$ cat src/rtl/apb_req_arbiter_if.sv
// rtl/apb_req_arbiter_if.sv - APB bus bundle between the arbiter (master) and the peripheral fabric (slave)
interface apb_req_arbiter_if #(
  parameter int ADDR_W = 8,
  parameter int DATA_W = 8
);
  logic              psel;
  logic              penable;
  logic              pwrite;
  logic [ADDR_W-1:0] paddr;
  logic [DATA_W-1:0] pwdata;
  logic [DATA_W-1:0] prdata;
  logic              pready;
  logic              pslverr;

  modport master (
    output psel, penable, pwrite, paddr, pwdata,
    input  prdata, pready, pslverr
  );

  modport slave (
    input  psel, penable, pwrite, paddr, pwdata,
    output prdata, pready, pslverr
  );
endinterface

$ cat src/rtl/apb_req_arbiter.sv
// rtl/apb_req_arbiter.sv - two-requester round-robin APB master with wait states, slave error and timeout
module apb_req_arbiter #(
  parameter int ADDR_W  = 8,
  parameter int DATA_W  = 8,
  parameter int TIMEOUT = 16
) (
  input  logic              clk,
  input  logic              rst,
  input  logic              req0_valid_i,
  input  logic              req0_write_i,
  input  logic [ADDR_W-1:0] req0_addr_i,
  input  logic [DATA_W-1:0] req0_wdata_i,
  output logic              req0_done_o,
  output logic [DATA_W-1:0] req0_rdata_o,
  output logic              req0_err_o,
  input  logic              req1_valid_i,
  input  logic              req1_write_i,
  input  logic [ADDR_W-1:0] req1_addr_i,
  input  logic [DATA_W-1:0] req1_wdata_i,
  output logic              req1_done_o,
  output logic [DATA_W-1:0] req1_rdata_o,
  output logic              req1_err_o,
  apb_req_arbiter_if.master apb
);
  localparam int CNT_W = (TIMEOUT > 2) ? $clog2(TIMEOUT) : 1;
  localparam logic [CNT_W-1:0] CNT_LAST = CNT_W'(TIMEOUT - 1);

  typedef enum logic [1:0] {IDLE, SETUP, ACCESS} state_t;

  state_t            state_q, state_d;
  logic              owner_q, owner_d;
  logic              last_q, last_d;
  logic [CNT_W-1:0]  cnt_q, cnt_d;
  logic [ADDR_W-1:0] paddr_q, paddr_d;
  logic              pwrite_q, pwrite_d;
  logic [DATA_W-1:0] pwdata_q, pwdata_d;
  logic              done0_q, done0_d, done1_q, done1_d;
  logic              err0_q, err0_d, err1_q, err1_d;
  logic [DATA_W-1:0] rdata0_q, rdata0_d, rdata1_q, rdata1_d;

  logic              elig0, elig1, grant1, finish;
  logic              fin_err;
  logic [DATA_W-1:0] fin_rdata;

  // Bus strobes decode straight from state so an async reset drops them at once
  assign apb.psel    = (state_q != IDLE);
  assign apb.penable = (state_q == ACCESS);
  assign apb.pwrite  = pwrite_q;
  assign apb.paddr   = paddr_q;
  assign apb.pwdata  = pwdata_q;

  assign req0_done_o  = done0_q;
  assign req0_err_o   = err0_q;
  assign req0_rdata_o = rdata0_q;
  assign req1_done_o  = done1_q;
  assign req1_err_o   = err1_q;
  assign req1_rdata_o = rdata1_q;

  // A requester whose done is pulsing this cycle is not eligible, so it is not re-granted
  assign elig0  = req0_valid_i & ~done0_q;
  assign elig1  = req1_valid_i & ~done1_q;
  assign grant1 = elig1 & (~elig0 | ~last_q);

  // State register and latched transfer fields
  always_ff @(posedge clk or posedge rst) begin
    if (rst) begin
      state_q  <= IDLE;
      owner_q  <= 1'b0;
      last_q   <= 1'b1;
      cnt_q    <= '0;
      paddr_q  <= '0;
      pwrite_q <= 1'b0;
      pwdata_q <= '0;
      done0_q  <= 1'b0;
      done1_q  <= 1'b0;
      err0_q   <= 1'b0;
      err1_q   <= 1'b0;
      rdata0_q <= '0;
      rdata1_q <= '0;
    end else begin
      state_q  <= state_d;
      owner_q  <= owner_d;
      last_q   <= last_d;
      cnt_q    <= cnt_d;
      paddr_q  <= paddr_d;
      pwrite_q <= pwrite_d;
      pwdata_q <= pwdata_d;
      done0_q  <= done0_d;
      done1_q  <= done1_d;
      err0_q   <= err0_d;
      err1_q   <= err1_d;
      rdata0_q <= rdata0_d;
      rdata1_q <= rdata1_d;
    end
  end

  // Arbitration, APB phase sequencing and completion reporting
  always_comb begin
    state_d   = state_q;
    owner_d   = owner_q;
    last_d    = last_q;
    cnt_d     = cnt_q;
    paddr_d   = paddr_q;
    pwrite_d  = pwrite_q;
    pwdata_d  = pwdata_q;
    done0_d   = 1'b0;
    done1_d   = 1'b0;
    err0_d    = 1'b0;
    err1_d    = 1'b0;
    rdata0_d  = '0;
    rdata1_d  = '0;
    finish    = 1'b0;
    fin_err   = 1'b0;
    fin_rdata = '0;

    case (state_q)
      IDLE: begin
        if (elig0 || elig1) begin
          owner_d  = grant1;
          last_d   = grant1;
          paddr_d  = grant1 ? req1_addr_i  : req0_addr_i;
          pwrite_d = grant1 ? req1_write_i : req0_write_i;
          pwdata_d = grant1 ? req1_wdata_i : req0_wdata_i;
          state_d  = SETUP;
        end
      end
      SETUP: begin
        cnt_d   = '0;
        state_d = ACCESS;
      end
      ACCESS: begin
        if (apb.pready) begin
          finish    = 1'b1;
          fin_err   = apb.pslverr;
          fin_rdata = pwrite_q ? '0 : apb.prdata;
        end else if (cnt_q == CNT_LAST) begin
          // Hung slave: force an error completion with no read data
          finish  = 1'b1;
          fin_err = 1'b1;
        end else begin
          cnt_d = cnt_q + 1'b1;
        end
      end
      default: state_d = IDLE;
    endcase

    if (finish) begin
      state_d = IDLE;
      if (owner_q) begin
        done1_d  = 1'b1;
        err1_d   = fin_err;
        rdata1_d = fin_rdata;
      end else begin
        done0_d  = 1'b1;
        err0_d   = fin_err;
        rdata0_d = fin_rdata;
      end
    end
  end
endmodule

$ cat src/flat_wrapper.sv
// flat-port wrapper written by rule: the top's interface ports become plain ports
module apb_req_arbiter_flat 
#(
  parameter int ADDR_W  = 8,
  parameter int DATA_W  = 8,
  parameter int TIMEOUT = 16
)
  (clk, rst, req0_valid_i, req0_write_i, req0_addr_i, req0_wdata_i, req0_done_o, req0_rdata_o, req0_err_o, req1_valid_i, req1_write_i, req1_addr_i, req1_wdata_i, req1_done_o, req1_rdata_o, req1_err_o, apb_psel, apb_penable, apb_pwrite, apb_paddr, apb_pwdata, apb_prdata, apb_pready, apb_pslverr);
  apb_req_arbiter_if #(.ADDR_W(ADDR_W), .DATA_W(DATA_W)) apb_i ();
  input  logic clk;
  input  logic rst;
  input  logic req0_valid_i;
  input  logic req0_write_i;
  input  logic [ADDR_W-1:0] req0_addr_i;
  input  logic [DATA_W-1:0] req0_wdata_i;
  output logic req0_done_o;
  output logic [DATA_W-1:0] req0_rdata_o;
  output logic req0_err_o;
  input  logic req1_valid_i;
  input  logic req1_write_i;
  input  logic [ADDR_W-1:0] req1_addr_i;
  input  logic [DATA_W-1:0] req1_wdata_i;
  output logic req1_done_o;
  output logic [DATA_W-1:0] req1_rdata_o;
  output logic req1_err_o;
  output wire logic [$bits(apb_i.psel)-1:0] apb_psel;
  output wire logic [$bits(apb_i.penable)-1:0] apb_penable;
  output wire logic [$bits(apb_i.pwrite)-1:0] apb_pwrite;
  output wire logic [$bits(apb_i.paddr)-1:0] apb_paddr;
  output wire logic [$bits(apb_i.pwdata)-1:0] apb_pwdata;
  input wire logic [$bits(apb_i.prdata)-1:0] apb_prdata;
  input wire logic [$bits(apb_i.pready)-1:0] apb_pready;
  input wire logic [$bits(apb_i.pslverr)-1:0] apb_pslverr;
  assign apb_psel = apb_i.psel;
  assign apb_penable = apb_i.penable;
  assign apb_pwrite = apb_i.pwrite;
  assign apb_paddr = apb_i.paddr;
  assign apb_pwdata = apb_i.pwdata;
  assign apb_i.prdata = apb_prdata;
  assign apb_i.pready = apb_pready;
  assign apb_i.pslverr = apb_pslverr;
  apb_req_arbiter #(.ADDR_W(ADDR_W), .DATA_W(DATA_W), .TIMEOUT(TIMEOUT)) u_core (.clk(clk), .rst(rst), .req0_valid_i(req0_valid_i), .req0_write_i(req0_write_i), .req0_addr_i(req0_addr_i), .req0_wdata_i(req0_wdata_i), .req0_done_o(req0_done_o), .req0_rdata_o(req0_rdata_o), .req0_err_o(req0_err_o), .req1_valid_i(req1_valid_i), .req1_write_i(req1_write_i), .req1_addr_i(req1_addr_i), .req1_wdata_i(req1_wdata_i), .req1_done_o(req1_done_o), .req1_rdata_o(req1_rdata_o), .req1_err_o(req1_err_o), .apb(apb_i));
endmodule
$ cat config.mk
export PLATFORM = sky130hd
export DESIGN_NAME = apb_req_arbiter_flat
export DESIGN_NICKNAME = d
export VERILOG_FILES = /design/src/rtl/apb_req_arbiter_if.sv /design/src/rtl/apb_req_arbiter.sv /design/src/flat_wrapper.sv
export SDC_FILE = /design/constraint.sdc
export NUM_CORES = 1
export LEC_CHECK = 0
export ABC_AREA = 1
export CORE_MARGIN = 2
export CORE_UTILIZATION = 30
export DETAILED_ROUTE_END_ITERATION = 16
export GPL_ROUTABILITY_DRIVEN = 0
export HOLD_SLACK_MARGIN = 0.12
export PLACE_DENSITY_LB_ADDON = 0.3
export SYNTH_ARGS = -nofsm -noshare
export SYNTH_HDL_FRONTEND = slang
export SYNTH_SLANG_ARGS = --single-unit
$ cat constraint.sdc
create_clock -name clk -period 1.9 [get_ports clk]
set_input_delay 0.38 -clock clk [delete_from_list [all_inputs] [get_ports clk]]
set_output_delay 0.38 -clock clk [all_outputs]
set_load 0.02 [all_outputs]
Yosys cells after proc, flatten, opt, wreduce, memory -nomap -nowiden
Index checks and enable logic that the tools add are counted.

Register bits: 45. Bits of input ports: 48. Output and inout port bits: 39. Logic and storage cells: 65.

Add/subtract/negate cells: 1. Equality and inequality tests: 7. Muxes and demuxes: 29. Bitwise operators: 8. Reductions and logical operators: 7.

Operator list (count): 8-bit two-way mux (9); 1-bit two-way mux (14); 4-bit two-way mux (2); 4-bit one-hot mux with 2 select lines (1); 2-bit one-hot mux with 3 select lines (1); 4-bit by 1-bit adder with 4-bit output (second input constant) (1); 4-bit == test (second input constant) (1); 2-bit two-way mux (2); 2-bit != test (second input constant) (2); 1-bit inverter (4); 2-bit AND reduction (2); 2-bit nonzero test (2); 1-bit AND (3); 3-bit by 1-bit != test with 1-bit output (second input constant) (1); 3-bit AND reduction (1); 2-bit by 1-bit == test with 1-bit output (second input constant) (1); 2-bit == test (second input constant) (1); 2-bit logical NOT (1); 2-bit by 1-bit != test with 1-bit output (second input constant) (1); 1-bit logical OR (1); 1-bit bitwise OR (1).

Longest topological paths before layout
Depth after elaboration: 6. Mapped depth: 7. Mapped depth without buffers: 6.

Least setup slack after synthesis
Ideal clock, no wire load.

Path kind: register to register. From: register u_core.state_q[0]. To: register u_core.paddr_q[0] (netlist: u_core.apb.paddr[0]). Library setup time: 0.117 ns. Arrival: 1.139 ns. Setup slack: 0.644 ns. Stages on the path, launching flop included: 8. Buffers on the path: 1. Period minus slack after synthesis: 1.256 ns. Cells stage by stage: dfrtp_1 > inv_1 > nand2_1 > a21oi_4 > inv_4 > buf_6 > nand2_1 > nand2_1.

Cells in the longest elaborated chain, start to end: 2.

Ends and longest elaborated chain: start, declared (RTL line apb_req_arbiter.sv:30) `state_t state_q, state_d;`; start signal, assigned (RTL line apb_req_arbiter.sv:81) `state_q <= state_d;`; 2-bit logical NOT (RTL line apb_req_arbiter.sv:116) `case (state_q)`; 2-bit AND reduction (no source line); end signal, assigned (RTL line apb_req_arbiter.sv:85) `paddr_q <= paddr_d;`; end, declared (RTL line apb_req_arbiter.sv:34) `logic [ADDR_W-1:0] paddr_q, paddr_d;`.

No other way between the ends. A chain may end at the register's enable or synchronous reset.

Final worst setup path
From: register u_core.done1_q (netlist: u_core.req1_done_o). To: output req1_done_o.

RTL lines: start, declared (RTL line apb_req_arbiter.sv:37) `logic done0_q, done0_d, done1_q, done1_d;`; start signal, assigned (RTL line apb_req_arbiter.sv:89) `done1_q <= done1_d;`; end, declared (RTL line flat_wrapper.sv:23) `output logic req1_done_o;`.

No word-level cell between the ends.

==> flow_metrics.py <==
metrics = {
    "outcome": {
        "status": "complete, no violations",
    },
    "cells_and_area": {
        "diodes": 0,
        "stdcell_count": 406,
        "layout_common_cells": "clkdlybuf4s50_1, nand2_1, dfrtp_1, inv_1, nand3_1",
        "fillCellCount": 656,
        "synthToLayoutAreaGrowth_pct": 50.4,
        "final_common_cell": "clkdlybuf4s50_1",
        "layout.nets": 374,
        "utilization_pct": 46.1,
        "drive_gt1_share_pct": 8.28,
    },
    "cts": {
        "cts_tree": "built",
        "cts.htree.levels": 2,
        "cts_post_setup_buffers_inserted": 0,
        "cts_sinks": 45,
        "clk_pin_slew_ps": 90,
        "cts-buffers-inserted": 5,
        "insertion_delay_ps": 290,
        "ctsLongestPathBuffers": 2,
        "root_buffer": "clkbuf_8",
    },
    "synth": {
        "ys_ff_latch": 45,
        "syn_nets": 286,
        "avgSynthCellArea_um2": 8.74,
        "seq_area_frac_synth_pct": 54.4,
        "yosys_warnings": 0,
        "synth_area_um2": 2070,
        "syn_inst": 237,
        "synth.distinct_cells": 22,
    },
    "timing": {
        "tightest_slew_ps": 412,
        "maxSlewViolCount": 0,
        "finalCriticalPeriod_ps": 1780,
        "setup_viol": 0,
        "worst_slack_ps": 116,
        "tns_ps": 0,
        "relSlewSlack_pct": 72.5,
        "clock_skew_ps": 7.60,
        "rsz0062_at_grt": "no",
        "report.final.hold_viol_count": 0,
        "fmax_ghz": 0.560,
        "period_share_pct": 93.9,
    },
    "floorplanning": {
        "dieHeight_um": 87.1,
        "start_util_pct": 30.7,
        "row_count": 30,
        "io_pins": 87,
        "die-area_um2": 7590,
        "chipWidth_um": 87.1,
        "core-area_um2": 6760,
    },
    "run": {
        "cap_viol_max_count": 0,
    },
    "power": {
        "p_clk_share_pct": 15.7,
        "vdd_drop_max_uv": 455,
        "power.total_mw": 3.78,
        "swShare_pct": 40.1,
        "p_comb_share_pct": 46.3,
        "switchingPower_mw": 1.52,
        "power-per-cell-area_nw_per_um2": 1210,
        "seq_power_share_pct": 38.0,
        "p_leak_nw": 1.51,
        "internal_power_mw": 2.26,
    },
    "detailed_routing": {
        "drtIter0Drc": 56,
        "ant_nets": 0,
        "remaining_drc_errors": 0,
        "vias": 1810,
        "routed_wl_mm": 5.16,
        "routed_via_density": 4.46,
        "avgRoutedWirePerCell_um": 12.7,
        "dr.pass1.iters": 4,
    },
    "global_route": {
        "gr-usage-met3_pct": 3.79,
        "first_global_vias": 1730,
        "grt_max_degree": 46,
        "use_met1_pct": 18.2,
        "grt.overflow.total": 0,
        "grt_busiest_layer": "met2",
        "grt.total_usage_pct": 13.9,
        "met2_usage_pct": 22.8,
        "antenna_found_initial": 0,
        "grt_pass1_wl_mm": 8.15,
    },
    "worst_setup_path": {
        "cp.required_ps": 1520,
        "start_kind": "register",
        "crit_chain": "clkdlybuf4s50_1",
        "r2r_cells": 6,
        "critPathBufInv": 1,
        "worstSetupEndpointType": "output port",
        "cpPeakStageDelay_ps": 640,
        "slowest_stage": "clkdlybuf4s50_1",
        "cp.depth": 1,
        "crit_fanout": 3,
        "cp.arrival_ps": 1400,
        "crit_family": "buffers and inverters",
        "crit_type": "reg2out",
    },
    "worst_hold_path": {
        "hp-class": "in2async",
    },
    "placement": {
        "port_buffers": 86,
        "hpwl_mm": 3.81,
        "place_inst": 398,
        "dp_slack_ps": 127,
    },
}
## power by group through the flow
| stage | clock network, mW | logic, mW | registers [mW] |
|---|---|---|---|
| 3_5_place_dp | 0 | 1.79 | 1.46 |
| 4_1_cts | 0.622 | 1.79 | 1.44 |
| 5_1_grt | 0.671 | 1.93 | 1.47 |
| 2_1_floorplan | 0 | 0.803 | 1.66 |
| 3_3_place_gp | 0 | 1.77 | 1.45 |
| 6_report | 0.594 | 1.75 | 1.44 |
## state kept, by name, indices dropped and copies added (netlist names)
| signal | flops |
|---|---|
| u_core.last_q | 1 |
| u_core.apb.pwdata | 8 |
| u_core.req0_err_o | 1 |
| u_core.apb.paddr | 8 |
| u_core.apb.pwrite | 1 |
| u_core.req1_err_o | 1 |
| u_core.req1_rdata_o | 8 |
| u_core.state_q | 2 |
| u_core.cnt_q | 4 |
| u_core.req0_rdata_o | 8 |
| u_core.req0_done_o | 1 |
| u_core.owner_q | 1 |
| u_core.req1_done_o | 1 |
## layout make-up
type,count,area [µm²],share of cell area [%]
Clock buffer,5,68.8,2.21
Multi-Input combinational cell,146,737,23.7
Timing Repair Buffer,90,917,29.4
Sequential cell,45,1130,36.2
Inverter,37,141,4.54
Tap cell,80,100,3.21
Clock inverter,3,22.5,0.723
## synth_stat cells, drive strengths merged
master  count  share of area [%]
nand2      71                 13
dfrtp      44                 53
inv        37                6.8
nand3      25                6.5
nor3       18                4.3
nand3b     17                6.2
nor2       10                3.0
buf         7                2.8
o21ai       3               0.72
clkbuf      2               0.36
a21oi       1               0.79
dfstp       1                1.3
ha          1               0.60
## per-stage QoR
stage          hold WS [ps]  instance area, µm²
2_1_floorplan           449                2070
3_3_place_gp            463                3020
3_5_place_dp            469                3020
4_1_cts                 436                3110
5_1_grt                 445                3120
6_report                424                3120
## logic make-up after synthesis
kind of cell / share of synthesized area (%)
DFF: 54.4
and+or+nand+nor: 33.5
buffers and inverters: 10.0
adders and majority gates: 0.604
AOI/OAI and AO/OA: 1.51
## final timing paths
path | from | end | slack (ps)
max in group asynchronous | rst | u_core.last_q$_DFFE_PP1P_ | 1210
hold reg to reg | u_core.last_q$_DFFE_PP1P_ | u_core.last_q$_DFFE_PP1P_ | 480
setup reg to reg | u_core.req1_done_o$_DFF_PP0_ | u_core.apb.pwdata[4]$_DFFE_PP0P_ | 570
min in group clk | u_core.last_q$_DFFE_PP1P_ | u_core.last_q$_DFFE_PP1P_ | 480
hold / removal | rst | u_core.apb.paddr[2]$_DFFE_PP0P_ | 420
setup / recovery | u_core.req1_done_o$_DFF_PP0_ | req1_done_o | 120
## repair_timing
action / CTS / global route
setup endpoints to repair: 2 / 1
hold buffers: 0 / 0
gates resized for setup: 2 / 1
## metal layers
metal  up-vias  share of wire (%)
met1       839                 45
met5         -                  0
li1        917                  -
met2        52                 48
met3         2                5.7
met4         0               0.78
Note: power is estimated with default switching activity, not from simulation.
